**config.mk**
```make
export PLATFORM = sky130hd
export DESIGN_NAME = if_stage
export DESIGN_NICKNAME = d
export VERILOG_FILES = /design/src/rtl/if_stage.sv
export SDC_FILE = /design/constraint.sdc
export NUM_CORES = 1
export LEC_CHECK = 0
export BUFFER_PORTS_ARGS = -buffer_cell sky130_fd_sc_hd__buf_2
export CAP_MARGIN = 20
export CORE_MARGIN = 5
export CORE_UTILIZATION = 35
export CTS_CLUSTER_SIZE = 24
export DETAILED_ROUTE_END_ITERATION = 10
export GPL_ROUTABILITY_DRIVEN = 0
export PLACE_DENSITY = 0.56
export RECOVER_POWER = 25
export SYNTH_ARGS = -nofsm -noshare
export SYNTH_HDL_FRONTEND = slang
export SYNTH_SLANG_ARGS = --single-unit
```
**constraint.sdc**
```tcl
create_clock -name clk -period 2.2 [get_ports clk]
set_clock_uncertainty 0.2 [all_clocks]
set_input_delay 0.44 -clock clk [delete_from_list [all_inputs] [get_ports clk]]
set_output_delay 0.44 -clock clk [all_outputs]
set_load 0.005 [all_outputs]
```
**src/rtl/if_stage.sv**
```systemverilog
// Instruction fetch: assembles 32-bit words from a byte-wide memory port.
// Define IF_ICACHE_EN to add a 16-entry direct-mapped word cache.
module if_stage #(
  parameter logic [31:0] RESET_PC = 32'h0000_0000
) (
  input  logic        clk,
  input  logic        rst,
  input  logic        stall_i,
  input  logic        jump_i,
  input  logic [31:0] jump_addr_i,
  input  logic        mem_gnt_i,
  input  logic [7:0]  mem_din_i,
  output logic        mem_rd_o,
  output logic [31:0] mem_addr_o,
  output logic        inst_valid_o,
  output logic [31:0] pc_o,
  output logic [31:0] inst_o
);

  typedef enum logic [1:0] {
    S_ISSUE,
    S_LAST,
    S_FULL
  } state_e;

  state_e      state_q, state_d;
  logic [31:0] fpc_q, fpc_d;
  logic [1:0]  cnt_q, cnt_d;
  logic        pend_q, pend_d;
  logic [1:0]  pidx_q, pidx_d;
  logic [31:0] asm_q, asm_d;
  logic        vld_q, vld_d;
  logic [31:0] pc_q, pc_d;
  logic [31:0] inst_q, inst_d;

  logic        accept;
  logic        hit;
  logic [31:0] hit_word;
  logic        req;
  logic        gnt;

  assign accept = (state_q == S_FULL) && !stall_i;

`ifdef IF_ICACHE_EN
  logic [25:0] tag_q [16];
  logic [31:0] data_q [16];
  logic [15:0] cv_q;
  logic [3:0]  idx;
  logic        lookup;
  logic        fill;

  assign idx    = fpc_q[5:2];
  assign lookup = !jump_i &&
                  (((state_q == S_ISSUE) && (cnt_q == 2'd0) && !pend_q)
                   || accept);
  assign hit      = lookup && cv_q[idx] && (tag_q[idx] == fpc_q[31:6]);
  assign hit_word = data_q[idx];
  assign fill     = (state_q == S_LAST) && pend_q && !jump_i;

  always_ff @(posedge clk or negedge rst) begin
    if (!rst) begin
      cv_q <= '0;
    end else if (fill) begin
      cv_q[idx] <= 1'b1;
    end
  end

  always_ff @(posedge clk) begin
    if (fill) begin
      tag_q[idx]  <= fpc_q[31:6];
      data_q[idx] <= {mem_din_i, asm_q[23:0]};
    end
  end
`else
  assign hit      = 1'b0;
  assign hit_word = '0;
`endif

  // Byte 0 of the next word is requested in the same cycle FULL is accepted.
  assign req = rst && !jump_i && !hit &&
               ((state_q == S_ISSUE) || accept);
  assign gnt = req && mem_gnt_i;

  assign mem_rd_o   = req;
  assign mem_addr_o = rst ? (fpc_q + {30'b0, cnt_q}) : 32'h0;

  assign inst_valid_o = vld_q;
  assign pc_o         = pc_q;
  assign inst_o       = inst_q;

  always_comb begin
    state_d = state_q;
    fpc_d   = fpc_q;
    cnt_d   = cnt_q;
    pend_d  = 1'b0;
    pidx_d  = pidx_q;
    asm_d   = asm_q;
    vld_d   = vld_q;
    pc_d    = pc_q;
    inst_d  = inst_q;

    if (pend_q) begin
      asm_d[{pidx_q, 3'b000} +: 8] = mem_din_i;
    end

    if (gnt) begin
      pend_d = 1'b1;
      pidx_d = cnt_q;
      cnt_d  = cnt_q + 2'd1;
    end

    unique case (state_q)
      S_ISSUE: begin
        if (hit) begin
          vld_d   = 1'b1;
          pc_d    = fpc_q;
          inst_d  = hit_word;
          fpc_d   = fpc_q + 32'd4;
          state_d = S_FULL;
        end else if (gnt && (cnt_q == 2'd3)) begin
          state_d = S_LAST;
        end
      end
      S_LAST: begin
        if (pend_q) begin
          vld_d   = 1'b1;
          pc_d    = fpc_q;
          inst_d  = {mem_din_i, asm_q[23:0]};
          fpc_d   = fpc_q + 32'd4;
          state_d = S_FULL;
        end
      end
      S_FULL: begin
        if (accept) begin
          if (hit) begin
            pc_d   = fpc_q;
            inst_d = hit_word;
            fpc_d  = fpc_q + 32'd4;
          end else begin
            vld_d   = 1'b0;
            state_d = S_ISSUE;
          end
        end
      end
      default: begin
        state_d = S_ISSUE;
      end
    endcase

    // Redirect drops any in-flight byte and restarts on the aligned target.
    if (jump_i) begin
      fpc_d   = {jump_addr_i[31:2], 2'b00};
      state_d = S_ISSUE;
      cnt_d   = 2'd0;
      pend_d  = 1'b0;
      vld_d   = 1'b0;
    end
  end

  always_ff @(posedge clk or negedge rst) begin
    if (!rst) begin
      state_q <= S_ISSUE;
      fpc_q   <= RESET_PC;
      cnt_q   <= 2'd0;
      pend_q  <= 1'b0;
      pidx_q  <= 2'd0;
      asm_q   <= '0;
      vld_q   <= 1'b0;
      pc_q    <= '0;
      inst_q  <= '0;
    end else begin
      state_q <= state_d;
      fpc_q   <= fpc_d;
      cnt_q   <= cnt_d;
      pend_q  <= pend_d;
      pidx_q  <= pidx_d;
      asm_q   <= asm_d;
      vld_q   <= vld_d;
      pc_q    <= pc_d;
      inst_q  <= inst_d;
    end
  end

endmodule

```
==> impl_summary.md, run 1 <==
Pwr
Across the VDD grid, the largest voltage drop is 0.540 mV. The total power draw is 5.80 mW. In this run the power density over the cells is 772 mW/mm^2. In this run the static leakage power is 3.85 nW.

Worst hold path
The hold path depth is 3. The worst hold path belongs to the class in2reg.

Timing
Headroom to the max-slew limit came out at 30.3%. The share of the cycle needed by the critical path after routing is 98.7%. The minimum setup slack in the final design is 28.1 ps.

Setup repair after global routing could not meet its margin everywhere. The total count of max-transition violations in the final report is 0. Setup violations remaining at the end of the flow were counted as 0. The upper clock frequency limit is 460 MHz.

The number of endpoints with negative hold slack in the final report is 0. After layout, the minimum clock period comes to 2170 ps. At the pin with the least slew margin, the transition time is 1050 ps.

Floorplan
143 I/O pins were placed. The number of placement rows is 46. In this run the vertical extent of the chip is around 140 um. The starting density of the core is between 30% and 40%. The floorplan step defined a core boundary enclosing 0.0158 mm^2. The full die area is 0.0186 mm^2. From left edge to right edge, the die measures 136 um.

Status
The flow ran to the end, and the final reports show no timing, DRC or antenna violations.

Global routing
The first global-routing pass estimated 26100 um of wire. The initial antenna violation count is 0. After global routing the overflow that remains totals 0. The largest net degree at the start of global routing is 47. The number of global-route vias before repair came to 5057. Global routing consumed, over all layers together, a little under a fifth of the routing resources.

Clocking
CTS saw 124 sinks. TritonCTS built the clock tree. The later pin in the worst-skew pair is clocked with a latency of 410 ps.

Clock-pin slew was measured on the worst setup and hold paths at 60 ps. Clock tree synthesis inserted a total of 17 buffers. The number of levels the H-tree was split into is 4. The root buffer cell is sky130_fd_sc_hd__clkbuf_16.

The clock passes through at most 2 buffers.

Logic synthesis
By count the netlist is led by sky130_fd_sc_hd__nand2_1 (208), sky130_fd_sc_hd__dfrtp_1 (124), sky130_fd_sc_hd__and2_1 (31), sky130_fd_sc_hd__o21ai_0 (28), sky130_fd_sc_hd__clkbuf_1 (25). The sequential share of the synthesized area is a little under three fifths. In the synthesized netlist the dominant register cell turns out to be sky130_fd_sc_hd__dfrtp_1. The mean post-synth cell area is 9.41 um^2.

After synthesis, the share of flip-flops with an asynchronous set or reset is 100%. Synthesis instantiated 46 different standard cells from the library. In this run, synthesis produced a sequential element count of between 100 and 150. The library cell with the largest summed area after synthesis is sky130_fd_sc_hd__dfrtp_1.

Ranked by total cell area, the synthesized netlist is headed by sky130_fd_sc_hd__dfrtp_1 (55%), sky130_fd_sc_hd__nand2_1 (14%), sky130_fd_sc_hd__a22o_1 (3.8%). The synthesis warning total is 0. The post-synthesis instance area is 0.00560 mm^2. The top cell type's share of synthesized area is between 50 and 60%. After technology mapping, the gate count stands at 595. The cell with the most instances after synthesis is sky130_fd_sc_hd__nand2_1. Yosys mapped a number of flops with a built-in enable equal to 0.

Setup path
Walking the worst path, the cells encountered are nand4b_1, or4_4, buf_4, or4_1, a31oi_1. The data arrival at the endpoint of the critical path is 2300 ps. For this design, the slowest cell found on the critical path is sky130_fd_sc_hd__or4_4. For the worst setup path, the data required time is 2330 ps.

Tracing the worst setup path back leads to its startpoint at state_q[1]. The setup check on the worst reg-to-reg path leaves a slack of 30 ps. The highest cell delay on the worst timing path is 480 ps. Following the worst setup path forward leads to its endpoint at fpc_q[29]. The worst setup path is launched from a flop. The critical path in this run is classified as reg2reg. The number of cells on the worst reg-to-reg path is 5. The startpoint of the most critical register-to-register path is state_q[1].

In this run the worst path has a maximum fanout of 14. STA classifies the critical path endpoint as a flop. The endpoint of the lowest-slack register-to-register path is fpc_q[29].

Cells and area
The final antenna diode count is 0. The synthesis-to-layout area growth is 34.4%. Excluding fillers, the count of instances in the completed layout stands at 1008. The final net count is 830. The fraction of final layout cells sized beyond drive strength 1 is 30.1%.

Route
After detailed routing, the total wire length is 16200 um. The count of nets left with antenna violations once routing finished came out at 0. Dividing the detail-routed wire length by the instance count gives 16.1 um. The DRC violation count after routing is 0.

Across all layers, the routed design uses 4932 vias. The number of iterations in the first detailed-routing pass is 4. In this run, the number of DRC markers left after iteration 0 of detailed routing was 226. The average via count per standard cell is 4.89.

Placement
The number of instances in the placed design is 962. At the placement stage, the worst setup path has a slack of -40.0 ps. Input and output buffers added on the ports amount to 138. The detailed-placement wirelength estimate is 11200 um.

Flow run
The tool flagged a number of max-cap violations equal to 0.
cells by family after synthesis:
| logic type | share of synthesized area, % |
|---|---|
| buf+inv | 4.02 |
| other cells | 0.0670 |
| compound gates | 9.95 |
| mux | 0.179 |
| simple gates | 27.0 |
| xor+xnor | 2.03 |
| flops | 55.4 |
| fa+ha+maj | 1.34 |
placed cells by master, fill, tap and decap left out, types with 4 or more instances in the layout:
cell type	count
sky130_fd_sc_hd__dlygate4sd3_1	6
sky130_fd_sc_hd__o21ai_0	28
sky130_fd_sc_hd__ha_1	5
sky130_fd_sc_hd__nor3_1	5
sky130_fd_sc_hd__a22o_1	24
sky130_fd_sc_hd__dfrtp_1	123
sky130_fd_sc_hd__o31ai_1	6
sky130_fd_sc_hd__and2_1	31
sky130_fd_sc_hd__nand2_1	208
sky130_fd_sc_hd__clkbuf_1	7
sky130_fd_sc_hd__nor4_1	7
sky130_fd_sc_hd__buf_2	138
sky130_fd_sc_hd__or4_1	9
sky130_fd_sc_hd__a31oi_1	14
sky130_fd_sc_hd__clkinvlp_4	4
sky130_fd_sc_hd__buf_4	45
sky130_fd_sc_hd__nand4_1	5
sky130_fd_sc_hd__clkbuf_16	17
sky130_fd_sc_hd__clkinv_4	4
sky130_fd_sc_hd__xnor2_1	11
sky130_fd_sc_hd__inv_1	9
sky130_fd_sc_hd__nand3_1	11
sky130_fd_sc_hd__nor2_1	21
stage by stage:
stage	TNS [ps]	util, %	area, um^2	hold slack [ps]
finish	0	47.7	7520	34.2
CTS	0	47.8	7540	16.5
floorplan	-47.7	-	5610	-55.6
global route	-797	47.7	7520	37.3
global placement	0	43.1	6800	117
detailed placement	-149	43.1	6800	118
worst min path at each step:
| stage | from | end | slack, ps |
|---|---|---|---|
| CTS | jump_addr_i[8] | fpc_q[8] | 20 |
| floorplan | rst | asm_q[0] | -60 |
| finish | jump_addr_i[8] | fpc_q[8] | 30 |
| global placement | rst | inst_o[17] | 120 |
| detailed placement | rst | inst_o[17] | 120 |
| global route | jump_addr_i[14] | fpc_q[14] | 40 |
repair_timing:
action / CTS / global route
hold endpoints to repair: 46 / 0
setup buffers: 7 / 0
pin swaps: 3 / 14
resized for setup: 7 / 5
hold buffers: 7 / 0
endpoints found under the setup margin: 5 / 12
flip-flops by register name, summed over array words and instances (netlist names):
register / count
pidx_q: 2
inst_valid_o: 1
pc_o: 30
inst_o: 32
pend_q: 1
state_q: 2
cnt_q: 2
asm_q: 24
fpc_q: 30
area by class of cell:
class / instances / area, um^2
timing repair buffer: 200 / 1190
clock buffer: 19 / 443
fill: 1552 / 8250
clock inverter: 13 / 144
tap: 216 / 270
inverter: 9 / 33.8
sequential: 124 / 3100
multi-input combinational: 427 / 2330
report_power, final:
part | internal (mW) | switching (mW) | total, mW
combinational | 0.260 | 0.281 | 0.540
sequential | 2.40 | 0.106 | 2.51
clock | 1.70 | 1.06 | 2.76
critical path, delay by kind of cell, from the launching register on:
family                 cells  cell delay (ps)
buffers and inverters      1              200
AOI/OAI and AO/OA          1              180
and+or+nand+nor            3             1150
DFF                        1              370
metal layers:
layer | vias up | GRT usage (%) | part of all wire, %
met4 | 0 | 7.78 | 2.4
li1 | 2387 | - | -
met1 | 2374 | 23.2 | 45
met2 | 144 | 29.1 | 48
met3 | 27 | 4.37 | 5.2
met5 | - | 0 | 0
(Power assumes the default switching activity.)
==> inputs of run 2 (changes only) <==
CELL_PAD_IN_SITES_DETAIL_PLACEMENT = 0   (was default)
CELL_PAD_IN_SITES_GLOBAL_PLACEMENT = 1   (was default)
HOLD_SLACK_MARGIN = 0.06   (was default)
PLACE_DENSITY = 0.71   (was 0.56)
==> run 2 against run 1 <==
Against the previous run: the run now ends with max-capacitance violations left; final cell count rose by 0.69%; via count up 0.63%; final area is 1.4% higher; sequential share of layout area is 0.57 points lower; utilization increased by 0.67 points; non-clock buffer count grew 8; hold slack improved by 38 ps; highest routed layer unchanged; clock power up 4%; combinational power increased by 4%; largest cell class unchanged; sequential power about the same; sequential cell count stayed put; global-route usage increased by 0.38 points.
==> impl_summary.md, run 2 (synthesis results as in run 1) <==
Setup path
At the worst endpoint, the arrival time is 2280 ps. In this design, the stage delay of the slowest critical-path cell is 510 ps. Together, buffers and inverters on the worst path number 2. On the critical path, the stage with the largest delay is an instance of sky130_fd_sc_hd__or4_4. The signal on the critical path passes through nand4b_1, buf_4, buf_6, or4_4, o31ai_2, a31oi_1. Data on the critical path is required at its endpoint by 2280 ps. The sort of element at the end of the critical path is a flop. The gate family responsible for the most delay along the worst path is simple AND/OR/NAND/NOR gates. The worst setup path is of the reg2reg kind. Of all nets on the critical path, the largest fanout is 6.

The type of element launching the critical path is a flop.

Clocking
For this design, the sink count on the clock tree is 124. The number of levels the H-tree was split into is 4. After clock tree synthesis, the clock-pin slew on the worst setup and hold paths is 50 ps. The root buffer cell is sky130_fd_sc_hd__clkbuf_16. No sink is reached through more buffers than the 2 on the longest clock path. TritonCTS built the clock tree. The clock latency at the later pin of the worst-skew pair is 420 ps. The total clock buffers created by CTS is 17.

Cells and area
The repair_antennas step left the layout with diodes totalling 0. The most common library cell in the layout ignoring fill and taps is sky130_fd_sc_hd__nand2_1. The flip-flop count of the largest register, all copies and words added is 32.

The library cells used most frequently in the layout, excluding fill and tap cells, are sky130_fd_sc_hd__nand2_1 (207), sky130_fd_sc_hd__buf_2 (137), sky130_fd_sc_hd__dfrtp_1 (123), sky130_fd_sc_hd__buf_4 (45), sky130_fd_sc_hd__and2_1 (31). The fraction of final layout cells sized beyond drive strength 1 is 29.7%. The number of non-filler instances in the completed layout is 1015. The final layout contains 839 nets. The synthesis-to-layout area growth is 36.3%.

Timing
The post-route worst hold slack is 72.2 ps. The total negative setup slack is 0 ps. The number of endpoints with negative hold slack in the final report was 0. The upper clock frequency limit is 456 MHz. Setup repair after global routing could not meet its margin everywhere. At the pin with the least slew margin, the transition time is ~1500 ps. The final critical-path required period is 2190 ps.

Dividing the final minimum period by the clock period gives 99.8%. The final setup violation count is 0. The total count of max-transition violations in the final report was 0. Setup slack on the critical path of the routed design comes to 5.16 ps.

Measured against its own limit, the worst slew margin works out to 0.0233%.

Global routing
The initial antenna violation count is 0. The global-route total usage across every layer is 18.5%. The first global-routing pass estimated approximately 27000 um of wire. The total overflow left after global routing is 0. Entering global routing, the biggest net connects 63 pins. The number of global-route vias before repair is around 5200.

Floorplan
The width of the die is between 100 and 150 um. The number of top-level pins is 143. The core box area is between 0.015 and 0.02 mm^2. The floorplan has 46 rows. The die covers 0.0186 mm^2. From bottom edge to top edge, the die measures 136 um.

The starting density of the core is 35.5%.

Placement
Detailed placement finished with a half-perimeter wire length of 11200 um. Counting tap cells, the placed design contains a total of 961 instances. Prior to clock tree synthesis, the placed netlist has a worst setup slack of -47.7 ps. During placement, the flow inserted port buffers numbering ~140.

Status
The flow ran to the end, but the final reports show violations. The final reports fail on max-capacitance violations.

Route
The DRC marker count from the first detailed-route iteration is 280. The routed wirelength normalized by instance count is 16.4 um. The detailed router placed 4963 vias in this run. Once detail routing completed, the nets flagged for antenna violations numbered 0.

The first TritonRoute pass finished after 4 iterations. For this block, the routed nets add up to ~17000 um of wire. The average via count per standard cell is about 4.9. The DRC violation count after routing is 0.

Pwr
For this design the static power due to leakage is 3.93 nW. IR analysis of the VDD net gives a maximum drop of 0.545 mV. The total power draw is about 5.9 mW. Power spread over the standard cell area amounts to 776 mW/mm^2.

Flow run
The tool flagged a number of max-cap violations equal to 1.

Worst hold path
The type of the tightest min-delay check is in2reg.
[run 2: cell count changes in the layout (fill, tap and decap cells not counted), sizes merged]
| cell | change |
|---|---|
| clkinv | -1 |
| clkbuf | +5 |
| inv | -1 |
| buf | -2 |
| bufinv | +1 |
| dlygate4sd3 | +8 |
| or4 | +1 |
| clkinvlp | -4 |
[run 2: repair_timing]
item,4_1_cts,5_1_grt
endpoints found under the setup margin,6,13
gates cloned,1,0
endpoints found under the hold margin,33,0
pin swaps,5,9
gates resized for setup,5,12
setup buffers,6,2
hold buffers,15,0
[run 2: cell type report]
cell class / count / area [um^2]
well taps: 216 / 270
clock inverters: 8 / 115
multi-input cells: 428 / 2370
clock buffers: 22 / 484
flip-flops and latches: 124 / 3100
fillers: 1558 / 8140
repair buffers: 208 / 1250
inverters: 9 / 33.8
[run 2: final timing paths]
kind | start | endpoint | slack, ps | depth (start not counted)
max | state_q[1] | fpc_q[28] | 5 | 6
min | jump_addr_i[12] | fpc_q[12] | 70 | 3
max reg2reg | state_q[1] | fpc_q[28] | 5 | 6
min reg2reg | inst_o[13] | inst_o[13] | 260 | 2
max in group asynchronous | rst | inst_o[15] | 400 | 2
min in group asynchronous | rst | pc_o[27] | 500 | 2
[run 2: power breakdown]
group	internal, mW	total, mW	switching (mW)
Clock	1.88	2.86	0.980
Sequential	2.40	2.50	0.104
Combinational	0.268	0.560	0.292
[run 2: metrics by stage]
step | utilization (%) | instance area (um^2)
6_report | 48.4 | 7630
3_5_place_dp | 42.7 | 6740
3_3_place_gp | 42.7 | 6740
2_1_floorplan | - | 5610
4_1_cts | 48.0 | 7570
5_1_grt | 48.4 | 7630
[run 2: layer usage]
layer  GRT usage (%)  wire length [um]
met1            23.3              7330
met2            30.6              8160
met3            4.00               774
met4            7.78               365
met5               0                 0
[run 2: tightest hold or removal path: cells and delay by family]
family / cells / cell delay (ps)
buffers and inverters: 1 / 80
AO/OA/AOI/OAI: 1 / 70
AND/OR/NAND/NOR: 1 / 60
==> inputs of run 3 (changes only) <==
CTS_BUF_LIST = sky130_fd_sc_hd__clkbuf_4   (was default)
==> run 3 against run 2 <==
Against the previous run: the flow finishes with violations (negative setup slack); die area is the same; sequential power is essentially flat; utilization is essentially flat; final cell count grew 3.2%; critical endpoint is now fpc_q[21].
==> impl_summary.md, run 3 (synthesis results as in run 1) <==
Floorplan
In this run the core area contains 46 standard-cell rows. The number of top-level pins is 143. The core box area is ~0.016 mm^2. The floorplan step defined a die boundary enclosing 0.0186 mm^2. The starting density of the core is a little over a third. The die is 136 um tall. The width of the die is about 140 um.

Cells and area
The final net count is 870. The synthesis-to-layout area growth is 36.2%. The library cell used most frequently in the layout, excluding fill and tap cells, is sky130_fd_sc_hd__nand2_1. Summing all multi-input logic gate instances after layout gives between 0.002 and 0.0025 mm^2.

The register with the most flip-flops in the layout has 32 of them. The fraction of final layout cells sized beyond drive strength 1 is just under 30%. The utilization after layout is 48.3%. Across the whole layout, storage elements account for 0.00310 mm^2. The top cell types in the final layout, fill and taps aside, are sky130_fd_sc_hd__nand2_1 (206), sky130_fd_sc_hd__buf_2 (137), sky130_fd_sc_hd__dfrtp_1 (123), sky130_fd_sc_hd__buf_4 (49), sky130_fd_sc_hd__dlygate4sd3_1 (42). Leaving out filler cells and counting taps, the final layout contains 1047. The final design instance area without fill is between 0.007 and 0.008 mm^2. The filler cells instantiated in the layout total 1557.

Route
The detail route stage leaves a number of antenna-violating nets equal to 0. The DRC marker count from the first detailed-route iteration is 282. In the final routed layout, each cell accounts on average for 15.8 um.

Dividing the detail-routed via count by the number of cells gives 4.85. Detailed routing inserted a total of 5076 vias. The first TritonRoute pass finished after 4 iterations. The final layout contains routed wiring with a total length of 16500 um. The DRC violation count after routing is 0.

Timing
The worst path in the final design needs a cycle of 2200 ps, including I/O delays and setup. The share of the cycle needed by the critical path after routing is 100%. The minimum setup slack in the final design is -2.55 ps. The number of endpoints with negative hold slack in the final report is 0. The total count of max-transition violations in the final report came to 0. The upper clock frequency limit is 454 MHz. The worst-case headroom to the max-slew limit is about 44%.

For the pin with the worst max-slew slack, the measured transition is 834 ps. Setup violations remaining at the end of the flow were counted as 1. Setup repair after global routing could not meet its margin everywhere.

Placement
In this run the cell area measured after placement is 0.00674 mm^2. After legalization and detailed placement, the total HPWL measured 11200 um. At the placement stage, the worst setup path has a slack of -47.7 ps.

The number of instances in the placed design is 961. In this run the tool buffered the top-level ports with 138 buffer cells.

Setup path
On the critical path the largest part of the delay comes from simple AND/OR/NAND/NOR gates. The endpoint of the lowest-slack register-to-register path is fpc_q[21]. In this design, the stage delay of the slowest critical-path cell is approximately 570 ps.

The startpoint identified for the worst register-to-register timing path is fpc_q[2]. The sort of element at the end of the critical path is a flop. The data arrival at the endpoint of the critical path is 2460 ps.

Counting both buffers and inverters, the worst setup path holds a total of 2. The worst endpoint required time is ~2500 ps. The cell repeated most along the worst path is sky130_fd_sc_hd__or4_4. The type of element launching the critical path is a flop.

The critical path class is reg2reg. The highest-delay cell along the critical path is sky130_fd_sc_hd__or4_4. Along the worst path, the maximum fanout reaches 12. The depth of the worst register-to-register path is 6. Walking the worst path, the cells encountered are buf_6, nand3_2, or4_4, buf_8, or4_4, a31oi_4. The worst setup slack for register-to-register paths is -3 ps.

Clocking
In this run, CTS created clock tree buffers numbering 17. TritonCTS built the clock tree. The clock passes through at most 2 buffers.

The clock slew seen by the registers of the worst setup and hold paths is 110 ps. The root buffer cell chosen for the clock tree is sky130_fd_sc_hd__clkbuf_4. The number of levels the H-tree was split into is 4. The number of sinks driven by the clock tree is 124.

Clock latency on the worst-skew pair, taken at its later pin, is about 520 ps.

Flow run
The number of max-cap violations is 0.

Global routing
The global-route total usage across every layer is a little under a fifth. The first-pass GRT wire length is 26600 um. Global routing finished with a remaining overflow of 0. The largest net degree at the start of global routing is 63. The initial antenna violation count is 1. The number of global-route vias before repair is between 5000 and 6000.

Pwr
IR analysis of the VDD net gives a maximum drop of about 0.26 mV. Dividing total power by cell area gives a power density of 613 mW/mm^2. The total leakage power is around 3.9 nW.

Worst hold path
The path with the worst hold slack has its endpoint at pend_q. In this run the most critical hold path is launched from mem_gnt_i. The hold path depth is 2. The worst hold path belongs to the class in2reg.

Status
The final reports fail on negative setup slack. The run finished, with violations left.
==> run 3: cell count changes in the layout (fill, tap and decap cells not counted), moves of 4 or more <==
cell                            delta
sky130_fd_sc_hd__buf_4             +4
sky130_fd_sc_hd__clkbuf_16        -17
sky130_fd_sc_hd__dlygate4sd3_1    +28
sky130_fd_sc_hd__clkbuf_1          -6
sky130_fd_sc_hd__clkbuf_4         +19
sky130_fd_sc_hd__clkinv_1          +4
sky130_fd_sc_hd__clkbuf_8          -4
==> run 3: worst max path at each step <==
stage               startpoint         to  cells after the start
global route          fpc_q[2]  fpc_q[29]                      6
global placement      fpc_q[2]  fpc_q[20]                      5
finish                fpc_q[2]  fpc_q[21]                      6
floorplan             fpc_q[2]  fpc_q[30]                      6
detailed placement    fpc_q[2]  fpc_q[30]                      5
CTS                 state_q[1]  fpc_q[22]                      5
==> run 3: where the power goes <==
| part | switching, mW | internal, mW |
|---|---|---|
| logic | 0.294 | 0.302 |
| clock network | 0.819 | 0.763 |
| registers | 0.102 | 2.39 |
==> run 3: through the flow <==
stage / TNS, ps / total power [mW] / hold WS, ps
final: -2.55 / 4.68 / 172
after global routing: -534 / 4.93 / 116
after CTS: -109 / 4.74 / 60.7
after detailed placement: -226 / 3.06 / 199
after global placement: -0.113 / 3.04 / 197
after floorplan: -47.7 / 2.78 / -55.6
==> run 3: cell type report <==
| class | instances | area share [%] |
|---|---|---|
| diodes | 1 | 0.0328 |
| well taps | 216 | 3.55 |
| clock inverters | 12 | 1.71 |
| multi-input cells | 428 | 31.1 |
| clock buffers | 18 | 1.77 |
| repair buffers | 239 | 20.7 |
| inverters | 9 | 0.443 |
| flip-flops and latches | 124 | 40.7 |
==> run 3: metal layers <==
layer  wire length, um  vias up  global-route usage, %
met5                 0        -                      0
met4               290        0                   7.50
met3               681       26                   4.11
met2              8120      125                   30.9
met1              7420     2458                   22.8
li1                  -     2467                      -
==> run 3: repair_timing <==
action | 4_1_cts | 5_1_grt
resized for setup | 4 | 21
cloned | 1 | 0
endpoints found under the setup margin | 8 | 18
hold endpoints to repair | 128 | 0
buffers inserted | 6 | 6
pin swaps | 5 | 13
hold buffers | 43 | 0
